<file path="config.mk">
export PLATFORM = sky130hd
export DESIGN_NAME = handshake_elastic_fifo
export DESIGN_NICKNAME = d
export VERILOG_FILES = /design/src/rtl/handshake_elastic_fifo.sv
export SDC_FILE = /design/constraint.sdc
export NUM_CORES = 1
export LEC_CHECK = 0
export CORE_MARGIN = 3
export CORE_UTILIZATION = 58
export CTS_BUF_LIST = sky130_fd_sc_hd__clkbuf_2 sky130_fd_sc_hd__clkbuf_4 sky130_fd_sc_hd__clkbuf_8
export CTS_CLUSTER_SIZE = 24
export DETAILED_ROUTE_END_ITERATION = 10
export PLACE_DENSITY = 0.82
export SLEW_MARGIN = 20
export SYNTH_ARGS = -nofsm -noshare
export SYNTH_HDL_FRONTEND = slang
export SYNTH_SLANG_ARGS = --single-unit
</file>
<file path="constraint.sdc">
create_clock -name clk -period 5.8 [get_ports clk]
set_input_delay 0.87 -clock clk [delete_from_list [all_inputs] [get_ports clk]]
set_output_delay 0.87 -clock clk [all_outputs]
set_load 0.005 [all_outputs]
</file>
<file path="src/rtl/handshake_elastic_fifo.sv">
// handshake_elastic_fifo: circular-buffer elastic FIFO (ins/ins_valid/ins_ready -> outs/outs_valid/outs_ready) with no comb path from ins to outs or from outs_ready to ins_ready
module handshake_elastic_fifo #(
  parameter int DATA_WIDTH = 32,
  parameter int NUM_SLOTS  = 4
) (
  input  logic                  clk,
  input  logic                  rst,
  input  logic [DATA_WIDTH-1:0] ins,
  input  logic                  ins_valid,
  output logic                  ins_ready,
  output logic [DATA_WIDTH-1:0] outs,
  output logic                  outs_valid,
  input  logic                  outs_ready
);
  localparam int PW = $clog2(NUM_SLOTS);
  localparam int CW = $clog2(NUM_SLOTS + 1);
  localparam logic [CW-1:0] FULL = CW'(NUM_SLOTS);
  localparam logic [PW-1:0] LAST = PW'(NUM_SLOTS - 1);
  logic [DATA_WIDTH-1:0] mem [NUM_SLOTS];
  logic [PW-1:0] wr_ptr, rd_ptr;
  logic [CW-1:0] count;
  logic push, pop;
  assign ins_ready  = count != FULL;
  assign outs_valid = count != '0;
  assign outs       = mem[rd_ptr];
  assign push       = ins_valid && ins_ready;
  assign pop        = outs_valid && outs_ready;
  always_ff @(posedge clk or posedge rst) begin
    if (rst) begin
      wr_ptr <= '0;
      rd_ptr <= '0;
      count  <= '0;
      for (int i = 0; i < NUM_SLOTS; i++) mem[i] <= '0;
    end else begin
      if (push) begin
        mem[wr_ptr] <= ins;
        wr_ptr      <= (wr_ptr == LAST) ? '0 : wr_ptr + PW'(1);
      end
      if (pop) rd_ptr <= (rd_ptr == LAST) ? '0 : rd_ptr + PW'(1);
      count <= (push && !pop) ? count + CW'(1) : (pop && !push) ? count - CW'(1) : count;
    end
  end
endmodule

</file>
======== Yosys cells after proc, flatten, opt, wreduce, memory -nomap -nowiden ========
Cells that the tools add are included.
word-level totals
  register bits after elaboration ......... 135
  bits in latches ......................... 0
  RAM bits ................................ 0
  bits in read-only memories .............. 0
  bits of input ports ..................... 36
  output and inout port bits .............. 34
  word-level logic and storage cells ...... 38
  memories ................................ 0
cells by class
  add/sub/neg operators ................... 4
  multiply operators ...................... 0
  div/mod/pow operators ................... 0
  magnitude comparators ................... 3
  equality and inequality tests ........... 3
  shifts and indexed selects .............. 0
  mux-type cells .......................... 10
  bitwise gates (word level) .............. 2
  reductions and logical operators ........ 9
operators by type and width
  kind                                                 count
  bitwise mux 128 bit                                  1
  two-way mux 32 bit                                   3
  binary-select mux 32 bit (select 2 bit)              1
  demux 32 bit (select 2 bit)                          1
  >= comparator 3 bit (second input constant)          2
  two-way mux 3 bit                                    2
  NOT 2 -> 3 bit                                       2
  logical AND 1 bit                                    5
  adder 2 x 1 -> 2 bit (second input constant)         2
  == test 2 bit (second input constant)                2
  two-way mux 2 bit                                    2
  adder 3 x 1 -> 3 bit (second input constant)         1
  < comparator 3 x 1 -> 1 bit (second input constant)  1
  != test 3 bit (second input constant)                1
  nonzero test 3 bit                                   1
  subtractor 3 x 1 -> 3 bit (second input constant)    1
  logical NOT 1 bit                                    2
  nonzero test 2 bit                                   1

======== Depth between registers and ports, before layout ========
  depth after elaboration ................. 6
  depth in mapped cells ................... 8

======== Least setup slack after synthesis ========
Ideal clock, no wire load.
  kind .................................... reg2out
  from .................................... register rd_ptr[0]
  to ...................................... output port outs[17]
  arrival ................................. 1336 ps
  data required time ...................... 4930 ps
  setup slack ............................. 3594 ps
  stages on the path, launching flop included .. 4
  path buffers ............................ 2
  path through ............................ dfrtp_1 -> buf_2 -> buf_2 -> mux4_2
on the way
  cells in the longest elaborated chain, start to end .. 4
ends and longest elaborated chain
  item                                                   line  text
  start, declared                                        20    logic [PW-1:0] wr_ptr, rd_ptr;
  start signal, assigned                                 39    if (pop) rd_ptr <= (rd_ptr == LAST) ? '0 : rd_ptr + PW'(1);
  NOT 2 -> 3 bit (not written as such)                   25    assign outs = mem[rd_ptr];
  binary-select mux 32 bit (select 2 bit)                25
  two-way mux 32 bit (not written as such) (2 in a row)  25
  end, declared                                          11    output logic [DATA_WIDTH-1:0] outs,
Every way passes these cells. The select of a mux whose other input is x is not followed.

======== Final worst setup path ========
  from .................................... register rd_ptr[0]
  to ...................................... output port outs[26]
Same word-level chain as after synthesis.

==> impl_metrics.toml <==
[drt]
first_iter_violations = 72
viasPerCell = 5.71
route.detailed.drc = 0
wl_um = 11200
drtPass1Iterations = 4
antenna_left = 0
wl_per_cell_um = 19.7
vias = 3246

[cells_and_area]
area_growth_pct = 19.3
final_nets = 465
diodes = 0
drive_gt1_share_pct = 48.3

[hold_path]
holdCritPathClass = "register to register"
hold_path_end = "count[2]$_DFFE_PP0P_"
hp-start = "count[2]$_DFFE_PP0P_"
worstHoldPathCells = 1

[power]
total_power_w = 0.00438
switching_share_pct = 28.6
p_seq_share_pct = 39.7
p_leak_nw = 2.91
p_sw_w = 0.00125
pwr-share-comb_pct = 42.6
intPower_w = 0.00312
power_density_nw_per_um2 = 612
pwr-share-clk_pct = 17.8
irDropWorstVdd_uv = 403

[setup_path]
endpoint_kind = "primary output"
worstReg2RegEnd = "count[1]$_DFFE_PP0P_"
critical_path_class = "register to primary output"
cp-start-kind = "register"
crit_start = "rd_ptr[0]$_DFFE_PP0P_"
crit_required_ps = 4930
r2r_cells = 6
timing.rr.start = "count[1]$_DFFE_PP0P_"
arrival_ps = 2670
reg2reg_slack_ps = 3460
critical_path.max_fanout = 22

[placement]
port_buffers = 69
hpwl_um = 6780
gp_congestion = 0.691

[yosys]
syn_nets = 393
yosysMostFrequentCell = "dfrtp_1"
syn_area_sq_um = 5990
yosysSeqAreaShare_pct = 56.4
yosys_warnings = 0
synth_commonest_cells = "dfrtp_1, mux2_2, mux4_2"
ys_ff_latch = 135
synthCells = 350
synth_top_area_share_pct = 56.4
synth-adder-area-share_pct = 1.59
synthFlopType = "dfrtp_1"
synth_mux_area_share_pct = 37.0
synthXorXnorAreaFrac_pct = 0.438
synth_edf_count = 0
synth_largest_area_cell = "dfrtp_1"
syn_area_per_cell_sq_um = 17.1
synth_compound_area_share_pct = 0
yosys.cell_types.count = 17
synth_top_family_by_area = "multiplexers"
synth_area_leaders = "dfrtp_1, mux2_2, mux4_2"
synth-simple-area-share_pct = 1.34
async_flop_share_pct = 100

[global_routing]
grt-ovfl-total = 0
gr-usage-all-layers_pct = 21.5
grt_max_degree = 60
antenna_found_initial = 0
grt_pass1_wl_um = 18700
grt_pass1_vias = 3687

[clock_network]
numCtsBuffers = 17
cts_tree = "built"
hold_buffers = 0
root_buffer = "clkbuf_8"
clockBufferDepth = 2
post-cts-setup-buffers = 0
cts.repair.resized = 0
clk-insertion-delay-late_ps = 430
path_clk_slew_ps = 70
cts.sinks = 135
cts_htree_levels = 4

[sta]
hold_viol = 0
slew_headroom_pct = 27.7
final_max_slew_viol_count = 0
tns_ps = 0
period_needed_ps = 3540
clock_skew_ps = 11.6
fin_crit_sh_pct = 61.0
tightestPinTransition_ps = 1080
max_freq_mhz = 283
setup-violations-final = 0
rsz0062_at_grt = "false"

[die]
rows = 36
die_w_um = 108
initial_utilization_pct = 60.5
ios = 70
die_area_sq_um = 11600
placeableCoreArea_sq_um = 9910
die_y_um = 108

[job]
cap_violations = 0

[status]
status = "finished, final reports clean"
[through the flow]
stage / hold slack, ps / utilization [%] / cell area [sq um] / worst slack [ps] / instances
finish: 494 / 72.1 / 7150 / 2260 / 568
global route: 511 / 72.1 / 7150 / 2060 / 568
CTS: 495 / 72.1 / 7150 / 2190 / 568
detailed placement: 483 / 68.0 / 6740 / 2670 / 536
global placement: 472 / 68.0 / 6740 / 2690 / 536
floorplan: 456 / - / 5990 / 1320 / 350
[layout by cell type, fill, tap and decap left out, types with 2 or more instances in the layout]
cell and count:
nor2_1 3, dfrtp_1 134, ha_1 6, clkdlybuf4s50_1 69, mux2_2 133, clkbuf_4 2, clkbuf_8 20, nor2_4 4
inv_1 4, nand2_1 5, mux4_2 32, clkinv_4 3, bufinv_16 2, clkinvlp_4 4, xor2_1 2, buf_4 4
[state kept, by name, summed over array words and instances (netlist names)]
| signal | cells |
|---|---|
| count | 3 |
| mem | 128 |
| rd_ptr | 2 |
| wr_ptr | 2 |
[cell type report]
class,instances,area [sq um]
clock buffer,22,290
timing repair buffer,73,721
fill,643,2760
sequential,135,3380
inverter,5,21.3
multi-input combinational,190,2450
clock inverter,10,121
tap,133,166
[critical path, cell delays in order (launching register included)]
cell             delay, ps
dfrtp_2                680
buf_4                  490
mux4_2                 570
clkdlybuf4s50_1        480
[metal layers]
metal  GRT usage (%)  wire length, um  vias up
met5               0                0        -
met4            5.77               94        0
met3            6.48              487       11
met2            35.4             5740       61
met1            27.9             4870     1736
li1                -                -     1438
[power groups by stage]
stage               logic (W)  registers, W  clock network (W)
floorplan             0.00130       0.00161                  0
global placement      0.00184       0.00173                  0
detailed placement    0.00188       0.00175                  0
CTS                   0.00189       0.00174           0.000794
global route          0.00201       0.00180           0.000835
finish                0.00186       0.00174           0.000777
[worst max-delay path by stage]
stage	to	slack (ps)	depth (start not counted)
6_report	outs[26]	2260	3
3_5_place_dp	outs[26]	2670	3
4_1_cts	outs[26]	2190	3
2_1_floorplan	count[0]$_DFFE_PP0P_	1320	1
5_1_grt	outs[28]	2060	3
3_3_place_gp	outs[26]	2690	3
[kinds of logic after synthesis]
logic type,after synthesis
muxes,165
DFF,135
buffers and inverters,25
and+or+nand+nor,15
adders and majority gates,7
xor gates and xnor gates,3
Power figures use the tool's default switching activity.
